===== src/rtl/vnu_upd_pkg.sv =====
// Shared definitions for the variable-node update stage: width derivations,
// lane slicing and the symmetric signed saturation used by both datapath stages.
package vnu_upd_pkg;

  // Wide signed scratch type; every intermediate sum fits well inside 32 bits.
  typedef logic signed [31:0] wide_t;

  // q carries ext_w guard bits above the check-message width.
  function automatic int data_width(input int res_w, input int ext_w);
    return res_w + ext_w;
  endfunction

  // Layer counter width; a single-layer schedule still needs one bit.
  function automatic int lyr_width(input int n_lyr);
    return (n_lyr > 1) ? $clog2(n_lyr) : 1;
  endfunction

  // Bit offset of a lane inside a flattened D-lane bus.
  function automatic int lane_lsb(input int lane, input int w);
    return lane * w;
  endfunction

  // Symmetric saturation to +/-(2^(w-1)-1); the most-negative code never appears.
  function automatic wide_t sat_w(input wide_t x, input int w);
    wide_t lim;
    lim = (wide_t'(1) <<< (w - 1)) - wide_t'(1);
    if (x > lim) return lim;
    if (x < -lim) return -lim;
    return x;
  endfunction

endpackage


===== src/rtl/vnu_upd_if.sv =====
// Bundle of the row input, CNU side-channel and updated-LLR output of vnu_upd.
interface vnu_upd_if import vnu_upd_pkg::*; #(
  parameter int D     = 6,
  parameter int res_w = 6,
  parameter int ext_w = 3,
  parameter int app_w = 10,
  parameter int N_LYR = 4
) ();

  localparam int data_w = data_width(res_w, ext_w);
  localparam int lyr_w  = lyr_width(N_LYR);

  logic                 en;
  logic                 in_vld;
  logic [app_w*D-1:0]   L;
  logic [res_w*D-1:0]   r_old;
  logic [data_w*D-1:0]  q;
  logic                 q_vld;
  logic [res_w*D-1:0]   r_new;
  logic [app_w*D-1:0]   L_new;
  logic [D-1:0]         hd;
  logic                 out_vld;
  logic [lyr_w-1:0]     lyr_idx;
  logic                 iter_done;

  // Driver of the rows and of the CNU results (scheduler / bench side).
  modport master (
    output en, in_vld, L, r_old, r_new,
    input  q, q_vld, L_new, hd, out_vld, lyr_idx, iter_done
  );

  // The update stage itself.
  modport slave (
    input  en, in_vld, L, r_old, r_new,
    output q, q_vld, L_new, hd, out_vld, lyr_idx, iter_done
  );

endinterface


===== src/rtl/vnu_upd_dly.sv =====
// LAT-deep enable-gated shift register carrying {valid, q row} alongside the CNU.
module vnu_dly #(
  parameter int LAT = 2,
  parameter int W   = 54
) (
  input  logic         clk,
  input  logic         rst,
  input  logic         en,
  input  logic         in_vld,
  input  logic [W-1:0] in_data,
  output logic         tail_vld,
  output logic [W-1:0] tail_data
);

  logic [LAT-1:0] vld_d, vld_q;
  logic [W-1:0]   data_d [LAT];
  logic [W-1:0]   data_q [LAT];

  // Shift one slot per enabled cycle; a disabled cycle freezes the whole line.
  always_comb begin
    vld_d  = vld_q;
    data_d = data_q;
    if (en) begin
      vld_d[0]  = in_vld;
      data_d[0] = in_data;
      for (int i = 1; i < LAT; i++) begin
        vld_d[i]  = vld_q[i-1];
        data_d[i] = data_q[i-1];
      end
    end
  end

  // Line storage; reset empties every slot so in-flight rows are dropped.
  always_ff @(posedge clk or negedge rst) begin
    if (!rst) begin
      vld_q  <= '0;
      data_q <= '{default: '0};
    end else begin
      vld_q  <= vld_d;
      data_q <= data_d;
    end
  end

  assign tail_vld  = vld_q[LAT-1];
  assign tail_data = data_q[LAT-1];

endmodule


===== src/rtl/vnu_upd.sv =====
// Layered-decoding variable-node update: forms q = L - r_old for the CNU, keeps q
// aligned with the CNU latency and returns L_new = q + r_new with hard decisions.
module vnu_upd import vnu_upd_pkg::*; #(
  parameter int D     = 6,
  parameter int res_w = 6,
  parameter int ext_w = 3,
  parameter int app_w = 10,
  parameter int LAT   = 2,
  parameter int N_LYR = 4
) (
  input  logic     clk,
  input  logic     rst,
  vnu_upd_if.slave bus
);

  localparam int data_w = data_width(res_w, ext_w);
  localparam int lyr_w  = lyr_width(N_LYR);
  localparam logic [lyr_w-1:0] LYR_LAST = lyr_w'(N_LYR - 1);

  logic [data_w*D-1:0] q_new;
  logic [data_w*D-1:0] q_d, q_q;
  logic                q_vld_d, q_vld_q;
  logic                tail_vld;
  logic [data_w*D-1:0] tail_data;
  logic [app_w*D-1:0]  l_new_next;
  logic [app_w*D-1:0]  l_new_d, l_new_q;
  logic                out_vld_d, out_vld_q;
  logic [lyr_w-1:0]    lyr_d, lyr_q;
  logic [D-1:0]        hd_w;

  // Per-lane arithmetic, done wide and then saturated back to the lane width.
  for (genvar i = 0; i < D; i++) begin : g_lane
    assign q_new[lane_lsb(i, data_w) +: data_w] = data_w'(sat_w(
        wide_t'(signed'(bus.L[lane_lsb(i, app_w) +: app_w])) -
        wide_t'(signed'(bus.r_old[lane_lsb(i, res_w) +: res_w])), data_w));

    assign l_new_next[lane_lsb(i, app_w) +: app_w] = app_w'(sat_w(
        wide_t'(signed'(tail_data[lane_lsb(i, data_w) +: data_w])) +
        wide_t'(signed'(bus.r_new[lane_lsb(i, res_w) +: res_w])), app_w));
  end

  // q rides next to the CNU so it meets r_new exactly when the CNU answers.
  vnu_dly #(
    .LAT (LAT),
    .W   (data_w * D)
  ) u_dly (
    .clk       (clk),
    .rst       (rst),
    .en        (bus.en),
    .in_vld    (q_vld_q),
    .in_data   (q_q),
    .tail_vld  (tail_vld),
    .tail_data (tail_data)
  );

  // Stage 1: capture q on a valid row; q holds its last value between rows.
  always_comb begin
    q_d     = q_q;
    q_vld_d = q_vld_q;
    if (bus.en) begin
      q_vld_d = bus.in_vld;
      if (bus.in_vld) q_d = q_new;
    end
  end

  // Stage 2: r_new only matters when the delay-line tail holds a real row.
  always_comb begin
    l_new_d   = l_new_q;
    out_vld_d = out_vld_q;
    if (bus.en) begin
      out_vld_d = tail_vld;
      if (tail_vld) l_new_d = l_new_next;
    end
  end

  // Layer counter advances once the current output row has been presented.
  always_comb begin
    lyr_d = lyr_q;
    if (bus.en && out_vld_q) begin
      lyr_d = (lyr_q == LYR_LAST) ? '0 : lyr_q + lyr_w'(1);
    end
  end

  // Hard decision is the sign bit of each updated lane.
  always_comb begin
    hd_w = '0;
    for (int i = 0; i < D; i++) begin
      hd_w[i] = l_new_q[lane_lsb(i, app_w) + app_w - 1];
    end
  end

  // Pipeline state; reset clears everything at once, mid-row included.
  always_ff @(posedge clk or negedge rst) begin
    if (!rst) begin
      q_q       <= '0;
      q_vld_q   <= 1'b0;
      l_new_q   <= '0;
      out_vld_q <= 1'b0;
      lyr_q     <= '0;
    end else begin
      q_q       <= q_d;
      q_vld_q   <= q_vld_d;
      l_new_q   <= l_new_d;
      out_vld_q <= out_vld_d;
      lyr_q     <= lyr_d;
    end
  end

  assign bus.q         = q_q;
  assign bus.q_vld     = q_vld_q;
  assign bus.L_new     = l_new_q;
  assign bus.hd        = hd_w;
  assign bus.out_vld   = out_vld_q;
  assign bus.lyr_idx   = lyr_q;
  assign bus.iter_done = out_vld_q && (lyr_q == LYR_LAST);

endmodule


===== src/flat_wrapper.sv =====
// flat-port wrapper written by rule: the top's interface ports become plain ports
module vnu_upd_flat import vnu_upd_pkg::*;
#(
  parameter int D     = 6,
  parameter int res_w = 6,
  parameter int ext_w = 3,
  parameter int app_w = 10,
  parameter int LAT   = 2,
  parameter int N_LYR = 4
)
  (clk, rst, bus_en, bus_in_vld, bus_L, bus_r_old, bus_r_new, bus_q, bus_q_vld, bus_L_new, bus_hd, bus_out_vld, bus_lyr_idx, bus_iter_done);
  vnu_upd_if #(.D(D), .res_w(res_w), .ext_w(ext_w), .app_w(app_w), .N_LYR(N_LYR)) bus_i ();
  input  logic clk;
  input  logic rst;
  input wire logic [$bits(bus_i.en)-1:0] bus_en;
  input wire logic [$bits(bus_i.in_vld)-1:0] bus_in_vld;
  input wire logic [$bits(bus_i.L)-1:0] bus_L;
  input wire logic [$bits(bus_i.r_old)-1:0] bus_r_old;
  input wire logic [$bits(bus_i.r_new)-1:0] bus_r_new;
  output wire logic [$bits(bus_i.q)-1:0] bus_q;
  output wire logic [$bits(bus_i.q_vld)-1:0] bus_q_vld;
  output wire logic [$bits(bus_i.L_new)-1:0] bus_L_new;
  output wire logic [$bits(bus_i.hd)-1:0] bus_hd;
  output wire logic [$bits(bus_i.out_vld)-1:0] bus_out_vld;
  output wire logic [$bits(bus_i.lyr_idx)-1:0] bus_lyr_idx;
  output wire logic [$bits(bus_i.iter_done)-1:0] bus_iter_done;
  assign bus_i.en = bus_en;
  assign bus_i.in_vld = bus_in_vld;
  assign bus_i.L = bus_L;
  assign bus_i.r_old = bus_r_old;
  assign bus_i.r_new = bus_r_new;
  assign bus_q = bus_i.q;
  assign bus_q_vld = bus_i.q_vld;
  assign bus_L_new = bus_i.L_new;
  assign bus_hd = bus_i.hd;
  assign bus_out_vld = bus_i.out_vld;
  assign bus_lyr_idx = bus_i.lyr_idx;
  assign bus_iter_done = bus_i.iter_done;
  vnu_upd #(.D(D), .res_w(res_w), .ext_w(ext_w), .app_w(app_w), .LAT(LAT), .N_LYR(N_LYR)) u_core (.clk(clk), .rst(rst), .bus(bus_i));
endmodule

===== config.mk =====
export PLATFORM = sky130hd
export DESIGN_NAME = vnu_upd_flat
export DESIGN_NICKNAME = d
export VERILOG_FILES = /design/src/rtl/vnu_upd_pkg.sv /design/src/rtl/vnu_upd_if.sv /design/src/rtl/vnu_upd_dly.sv /design/src/rtl/vnu_upd.sv /design/src/flat_wrapper.sv
export SDC_FILE = /design/constraint.sdc
export NUM_CORES = 1
export LEC_CHECK = 0
export CORE_ASPECT_RATIO = 1.75
export CORE_MARGIN = 4
export CORE_UTILIZATION = 45
export CTS_CLUSTER_SIZE = 20
export DETAILED_ROUTE_END_ITERATION = 16
export PLACE_DENSITY = 0.82
export SYNTH_ARGS = -nofsm -noshare
export SYNTH_HDL_FRONTEND = slang
export SYNTH_HIERARCHICAL = 1
export SYNTH_SLANG_ARGS = --single-unit

===== constraint.sdc =====
create_clock -name clk -period 2.9 [get_ports clk]
set_input_delay 0.58 -clock clk [delete_from_list [all_inputs] [get_ports clk]]
set_output_delay 0.58 -clock clk [all_outputs]
set_load 0.03 [all_outputs]

# After elaboration in Yosys (flattened, before gate mapping)
# Index checks and enable logic that the tools add are counted.
# word_totals
elab_cells	135
out_inout_bits	125
regBits	228
input_bits	136
# op_classes
eq_ne	1
n_reduce_logical	4
addsub	13
magnitude_cmp	24
n_mux	85
# ops
cell	n
$mux W10	24
$mux W9	24
$gt A11 B9 Y1 const B	6
$lt A11 B9 Y1 const B	6
$sub A10 B6 Y11	6
$add A9 B6 Y10	6
$gt A10 B10 Y1 const B	6
$lt A10 B10 Y1 const B	6
$mux W1	36
$reduce_and A2 Y1	2
$add A2 B1 Y2 const B	1
$eq A2 B2 Y1 const B	1
$logic_and A1 B1 Y1	2
$mux W2	1

# Longest topological paths before layout
# Gate-level depths: netlist of run 1.
# logic_depth
word_depth	6
depth_mapped	13
mapped_depth_nobuf	12

# Cells and area by module
# Netlist of run 1, hierarchy kept.
# modules_own_cells
mod	area_each_um2	seq_area_each_um2	n_inst	cells_each
vnu_upd	10301.1	2952.8	1	1180
vnu_dly	4988.5	2752.6	1	286

# Worst setup path after synthesis of run 1
# OpenSTA, ideal clock, no wires.
# synth_path
kind	input to register
start	input port bus_r_new[24]
end	register u_core.l_new_q[42] (netlist: u_core/bus.L_new[42])
required_ns	2.833
arrival_time_ns	3.319
setup_time_ns	0.067
slack_ns	-0.486
path_buffers	0
path_stages	12
cell_sequence	ha_1 > fa_1 > a21o_1 > a21oi_1 > nor2_1 > o21ai_0 > a21boi_1 > or4_1 > o32ai_1 > ha_1 > nor2_1 > a22o_1
# synth_between
elab_chain_len	6
elab_cells_between_ends	9
classes_between	add/sub: 1; order compare: 2; mux: 6
# synth_rtl
element	line_no	source
start, declared	flat_wrapper.sv:19	input wire logic [$bits(bus_i.r_new)-1:0] bus_r_new;
$add A9 B6 Y10 (*)	vnu_upd.sv:38	wide_t'(signed'(tail_data[lane_lsb(i, data_w) +: data_w])) +
$lt A10 B10 Y1	vnu_upd_pkg.sv:28	if (x < -lim) return -lim;
$mux W1 (2 in a row)	vnu_upd_pkg.sv:28	
$mux W10	vnu_upd_pkg.sv:29	return x;
$mux W10 (*)	vnu_upd_pkg.sv:28	
end signal, assigned	vnu_upd.sv:103	l_new_q <= l_new_d;
end, declared	vnu_upd.sv:26	logic [app_w*D-1:0] l_new_d, l_new_q;
# Mark *: on every way between the ends. The rest lies on a longest branch, timed or not. The select of a mux whose other input is x is not followed.
# A chain may end at the register's enable or synchronous reset.

# Worst setup path in the final report of run 1
# layout_path
start	register u_core.u_dly.data_q (netlist bit u_core/u_dly/tail_data[45])
end	register u_core.l_new_q[56] (netlist: u_core/bus.L_new[56])
# layout_between
elab_chain_len	6
elab_cells_between_ends	9
classes_between	add/sub: 1; order compare: 2; mux: 6
# layout_rtl
element	line_no	source
start, declared	vnu_upd_dly.sv:17	logic [W-1:0] data_q [LAT];
start signal, assigned	vnu_upd_dly.sv:40	data_q <= data_d;
$add A9 B6 Y10 (*)	vnu_upd.sv:38	
$lt A10 B10 Y1	vnu_upd_pkg.sv:28	
$mux W1 (2 in a row)	vnu_upd_pkg.sv:28	
$mux W10	vnu_upd_pkg.sv:29	
$mux W10 (*)	vnu_upd_pkg.sv:28	
# Marked as above.

==> impl_metrics.tcl, run 1 <==
set metrics [dict create \
    status "complete, but fails checks" \
    violations "setup timing" \
    synth_top_family_by_area "compound AO/OA/AOI/OAI gates" \
    wire_per_inst_microns 17.6 \
    met1_usage_pct 23.8 \
    cts_tree "built" \
    cts_root_buffer "clkbuf_16" \
    cp_data_arrival_time_ns 3.69 \
    cp.required_ns 3.34 \
    die_w_microns 147 \
    synth.area.mux_share_pct 10.7 \
    synthXorXnorAreaFrac_pct 3.84 \
    drv_slew 0 \
    setup_slack_ns -0.356 \
    rsz0062_at_grt "yes" \
    path_max_fanout 7 \
    cts.clk_slew.worst_paths_ns 0.07 \
    power.density_nw_per_um2 821 \
    finalSetupViolCount 52 \
    rr_worst_depth 9 \
    hp-start "bus_en" \
    clkPwrFrac_pct 15.3 \
    synth_compound_area_share_pct 17.7 \
    hpwl_mm 31.7 \
    syn-num-nets 1735 \
    async_flop_share_pct 100 \
    hold_depth 2 \
    post-place-ws_ns -0.828 \
    setup.worst_path.class "flip-flop to flip-flop" \
    timing.rr.start "u_core/u_dly/tail_data[45]$_DFFE_PN0P_" \
    synth_seq_area_share_pct 37.3 \
    synthSimpleGateAreaFrac_pct 12.3 \
    netlist_area_sq_um 15300 \
    h-tree-depth 1 \
    fin_crit_ns 3.26 \
    fmax_mhz 307 \
    critical_path.endpoint_type "flip-flop" \
    yosysWarnings 6 \
    pwr-share-comb_pct 56.4 \
    ys.flop_type "dfrtp_1" \
    rr_endpoint "u_core/bus.L_new[56]$_DFFE_PN0P_" \
    gp_congestion 0.883 \
    postSynthAreaPerCell_sq_um 10.4 \
    grt_busiest_layer "met2" \
    core_sq_um 33600 \
    grtUsageMet3_pct 2.53 \
    p_sw_share_pct 38.7 \
    io_pins 261 \
    worst_slew_pin_slew_ns 0.828 \
    routed_wl_mm 42.9 \
    rrSetupSlack_ns -0.36 \
    hp-class "input port to flip-flop" \
    numCtsBuffers 21 \
    leakage_nw 9.78 \
    grt_usage_pct 21.2 \
    drc 0 \
    antenna_found_initial 1 \
    clock_sink_count 228 \
    skew_ns 0.00731 \
    finalHoldViolCount 0 \
    drtPass1Iterations 5 \
    vias 13329 \
    start_util_pct 45.5 \
    grt_pass1_wl_mm 65.8 \
    p_int_mw 11.0 \
    fin_tns_setup_ns -9.50 \
    clk_latency_ns 0.51 \
    die_h_microns 252 \
    final_layout_size_suffix_gt1_share_pct 33.0 \
    layout_common_cells "buf_4, clkdlybuf4s50_1, dfrtp_1, nor2_1, mux2_4" \
    total_power_mw 18.0 \
    initialDrtViolationCount 476 \
    synth_edf_count 0 \
    synth_seq_cells 228 \
    cap_violations 0 \
    switching_power_mw 6.94 \
    max-slew-margin-rel_pct 44.8 \
    grt_util_met2_pct 39.7 \
    ant_nets 0 \
    grt_max_degree 112 \
    ir_worst_vdd_mv 0.476 \
    rows 89 \
    final_common_cell "buf_4" \
    clk_path_buf_depth 3 \
    pwr-share-seq_pct 28.4 \
    area_growth_pct 43.0 \
    final_nets 2240 \
    port_buffers 260 \
    dp_cells 2365 \
    synthAdderAreaFrac_pct 11.5 \
    worstHoldEndpoint "u_core/bus.out_vld$_DFFE_PN0P_" \
    die_area_sq_um 37100 \
    viasPerCell 5.46 \
    start_kind "flip-flop" \
    timing.final.crit_share_pct 112 \
    grt_pass1_vias 13469 \
    syn_inst 1466 \
    yosysUniqueCellTypes 84 \
    grt-ovfl-total 0 \
    final_cells 2440 \
]
## repair_timing
action,4_1_cts,5_1_grt
resized for setup,58,106
pin swaps,67,87
gates cloned,0,0
endpoints found under the setup margin,80,104
hold endpoints to repair,5,0
setup buffers,20,17
hold buffers,1,0
## final cells by class
type / instances / area [sq um]
clock inverter: 11 / 100
clock buffer: 25 / 571
antenna: 1 / 2.50
timing repair buffer: 581 / 5060
multi-input combinational: 1072 / 9580
tap: 455 / 569
inverter: 67 / 277
fill: 2470 / 11800
sequential: 228 / 5710
## power by group through the flow
stage	Sequential (mW)	Combinational (mW)	Clock (mW)
CTS	5.08	9.23	2.80
detailed placement	5.13	8.83	0
floorplan	5.91	4.47	0
finish	5.09	10.1	2.74
global route	5.24	10.8	2.93
global placement	5.06	8.53	0
## through the flow
step,utilization [%],hold slack [ns],instance area [sq um]
after floorplan,-,0.284,15600
after global placement,60.0,0.466,20200
after detailed placement,60.0,0.470,20200
after CTS,62.9,0.317,21200
after global routing,65.0,0.329,21900
final,65.0,0.345,21900
## per-layer routing
layer | wire length (microns) | share of wire (%)
met5 | 0 | 0
met4 | 1950 | 4.5
met3 | 1830 | 4.3
met2 | 23000 | 54
met1 | 16100 | 38
## registers in the layout, indices dropped and copies added, names as in the netlist
| signal | cells |
|---|---|
| u_core/bus.L_new | 60 |
| u_core/bus.q | 54 |
| u_core/u_dly/data_q | 54 |
| u_core/u_dly/tail_data | 54 |
| u_core/bus.lyr_idx | 2 |
| u_core/u_dly/vld_q | 2 |
| u_core/bus.out_vld | 1 |
| u_core/bus.q_vld | 1 |
## synth_stat cells, drive strengths merged (5+ instances only)
cell type	instances	share of area (%)
dfrtp	228	37
nor2	134	3.3
ha	121	9.9
mux2	111	11
nand2	81	2.0
o21ai	80	2.6
a21oi	75	2.5
buf	74	4.5
inv	67	1.6
xnor2	44	2.5
a22o	39	2.2
nor3	38	1.2
nor2b	29	1.2
clkbuf	25	0.61
xor2	23	1.3
or2	19	0.78
o21a	18	0.88
o211ai	16	0.79
a211oi	15	1.1
o22ai	15	0.61
nand2b	14	0.57
a21o	13	0.64
o31ai	13	0.73
a31oi	12	0.53
fa	12	1.6
or4	12	0.59
nor4	8	0.37
or3	8	0.33
a2111oi	7	0.52
nand3b	7	0.34
o311ai	7	0.40
and3	6	0.25
nand3	6	0.20
nor3b	6	0.29
o2111ai	6	0.34
a21boi	5	0.25
o221a	5	0.37
o32ai	5	0.29
## cells by family (layout without fill, tap and decap cells)
logic type / Yosys count / after routing
mux: 112 / 112
compound gates: 376 / 376
fa+ha+maj: 133 / 133
buf+inv: 166 / 684
xor+xnor: 67 / 67
simple gates: 384 / 384
other cells: 0 / 1
flops: 228 / 228
## worst max-delay path, stage by stage, from the launching register on
cell and delay [ns]:
dfrtp_1 0.43, ha_4 0.19, fa_2 0.35, xor2_1 0.19
or4_4 0.50, or4_4 0.56, o32ai_4 0.29, ha_4 0.28
nor2_4 0.19, a22o_1 0.20
## how the worst max path moves through the flow
| stage | start | endpoint | slack, ns | cells after the start |
|---|---|---|---|---|
| CTS | u_core/u_dly/tail_data[9]$_DFFE_PN0P_ | u_core/bus.L_new[16]$_DFFE_PN0P_ | -0.23 | 9 |
| global placement | bus_r_new[24] | u_core/bus.L_new[42]$_DFFE_PN0P_ | -0.71 | 9 |
| global route | u_core/u_dly/tail_data[45]$_DFFE_PN0P_ | u_core/bus.L_new[56]$_DFFE_PN0P_ | -0.38 | 14 |
| detailed placement | bus_r_new[7] | u_core/bus.L_new[16]$_DFFE_PN0P_ | -0.83 | 12 |
| finish | u_core/u_dly/tail_data[45]$_DFFE_PN0P_ | u_core/bus.L_new[56]$_DFFE_PN0P_ | -0.36 | 9 |
| floorplan | bus_r_new[24] | u_core/bus.L_new[43]$_DFFE_PN0P_ | -0.1 | 9 |
Power figures use the tool's default switching activity.
==> run 2: changes to the inputs <==
--- a/config.mk
+++ b/config.mk
@@ -6,11 +6,11 @@
 export NUM_CORES = 1
 export LEC_CHECK = 0
 export CORE_ASPECT_RATIO = 1.75
-export CORE_MARGIN = 4
 export CORE_UTILIZATION = 45
 export CTS_CLUSTER_SIZE = 20
 export DETAILED_ROUTE_END_ITERATION = 16
 export PLACE_DENSITY = 0.82
+export SLEW_MARGIN = 40
 export SYNTH_ARGS = -nofsm -noshare
 export SYNTH_HDL_FRONTEND = slang
 export SYNTH_HIERARCHICAL = 1
==> impl_metrics.tcl, run 2 (synthesis gave the netlist of run 1 again) <==
set metrics [dict create \
    status "complete, but fails checks" \
    layout_common_cells "buf_4, clkdlybuf4s50_1, dfrtp_1, nor2_1, ha_1" \
    io_pins 261 \
    rows 89 \
    cts_root_buffer "clkbuf_16" \
    final_layout_size_suffix_gt1_share_pct 32.3 \
    largest_reg_flops 60 \
    ir_worst_vdd_mv 0.486 \
    grt_usage_pct 23.5 \
    drv_slew 0 \
    numCtsBuffers 21 \
    cts_tree "built" \
    setup.worst_path.class "flip-flop to flip-flop" \
    hp-class "input port to flip-flop" \
    wire_per_inst_microns 17.2 \
    violations "setup timing" \
    viasPerCell 5.37 \
    drtPass1Iterations 5 \
    clk_latency_ns 0.51 \
    critical_path.endpoint_type "flip-flop" \
    die_area_sq_um 34700 \
    cpPeakStageDelay_ns 0.53 \
    initialDrtViolationCount 440 \
    skew_ns 0.00825 \
    grt_pass1_vias 13835 \
    dpl_cell_area_sq_um 20300 \
    setup_slack_ns -0.242 \
    vias 13253 \
    slowest_stage "or4_4" \
    power.density_nw_per_um2 826 \
    final_nets 2262 \
    gp_congestion 0.887 \
    h-tree-depth 1 \
    cp.required_ns 3.35 \
    timing.final.crit_share_pct 108 \
    drc 0 \
    path_max_fanout 7 \
    final_common_cell "buf_4" \
    die_h_microns 246 \
    cts.clk_slew.worst_paths_ns 0.07 \
    worst_slew_pin_slew_ns 0.576 \
    finalHoldViolCount 0 \
    worstPathCellList "ha_4, buf_4, a21oi_4, nor2b_4, nor2_2, xnor2_1, or4_4, or4_4, o32ai_4, ha_4, nor2_4, a22o_1" \
    die_w_microns 141 \
    area_growth_pct 43.0 \
    core_sq_um 33600 \
    clk_path_buf_depth 3 \
    grt_max_degree 73 \
    start_kind "flip-flop" \
    hpwl_mm 31.5 \
    grt-ovfl-total 0 \
    path_buf_inv 1 \
    grt_pass1_wl_mm 66.2 \
    ant_nets 0 \
    cpLargestDelayFamily "simple AND/OR/NAND/NOR gates" \
    fin_tns_setup_ns -8.13 \
    max-slew-margin-rel_pct 61.6 \
    cp_data_arrival_time_ns 3.59 \
    start_util_pct 45.5 \
    port_buffers 260 \
    fin_crit_ns 3.14 \
    antenna_found_initial 4 \
    clock_sink_count 228 \
    fmax_mhz 318 \
    cap_violations 0 \
    design_area_sq_um 21900 \
    routed_wl_mm 42.4 \
    leakage_nw 9.83 \
    rsz0062_at_grt "yes" \
    finalSetupViolCount 51 \
]
run 2: cell count changes in the layout (fill, tap and decap cells not counted), sizes merged:
cell	change
clkinvlp	+1
clkdlybuf4s15	-1
buf	+23
clkinv	-4
dlygate4sd2	+1
bufinv	+2
diode	+3
dlymetal6s2s	-3
clkdlybuf4s50	+2
clkbuf	+2
run 2: worst paths after layout:
check | from | endpoint | slack, ns | cells past startpoint
hold reg to reg | u_core/bus.L_new[40]$_DFFE_PN0P_ | u_core/bus.L_new[40]$_DFFE_PN0P_ | 0.48 | 2
setup reg to reg | u_core/u_dly/tail_data[0]$_DFFE_PN0P_ | u_core/bus.L_new[3]$_DFFE_PN0P_ | -0.24 | 12
setup / recovery | u_core/u_dly/tail_data[0]$_DFFE_PN0P_ | u_core/bus.L_new[3]$_DFFE_PN0P_ | -0.24 | 12
min in group asynchronous | rst | u_core/u_dly/tail_data[22]$_DFFE_PN0P_ | 0.61 | 2
hold / removal | bus_en | u_core/u_dly/tail_data[6]$_DFFE_PN0P_ | 0.48 | 2
max in group asynchronous | rst | u_core/u_dly/data_q[90]$_DFFE_PN0P_ | 1.46 | 3
run 2: metrics by stage:
stage	utilization (%)	hold slack, ns	cells	power (mW)	setup WS, ns
after floorplan	-	0.284	1466	10.4	-0.0975
after global placement	60.4	0.467	2385	13.6	-0.722
after detailed placement	60.4	0.470	2385	13.9	-0.800
after CTS	63.7	0.456	2454	17.4	-0.185
after global routing	65.0	0.471	2466	19.1	-0.393
final	65.0	0.483	2466	18.1	-0.242
run 2: layer usage:
layer  global-route usage [%]  vias up  wire (microns)
met5                        0        -               0
met4                     14.6        0            2480
met3                     3.19      147            1740
met2                     43.6      406           22300
met1                     24.9     6326           15900
li1                         -     6374               -
run 2: timing repair:
item | CTS | global route
endpoints found under the setup margin | 84 | 92
hold endpoints to repair | 1 | 0
gates resized for setup | 64 | 67
pin swaps | 68 | 67
setup buffers | 31 | 9
hold buffers | 1 | 0
run 2: where the power goes:
part,switching [mW],internal (mW)
combinational,4.81,5.29
clock,1.24,1.65
sequential,0.847,4.22
total,6.89,11.2
run 2: area by class of cell:
| type | instances | area [sq um] |
|---|---|---|
| fill | 2554 | 11800 |
| antenna | 4 | 10.0 |
| clock inverter | 10 | 146 |
| timing repair buffer | 603 | 5210 |
| sequential | 228 | 5710 |
| clock buffer | 27 | 558 |
| inverter | 67 | 277 |
| tap | 455 | 569 |
| multi-input combinational | 1072 | 9380 |
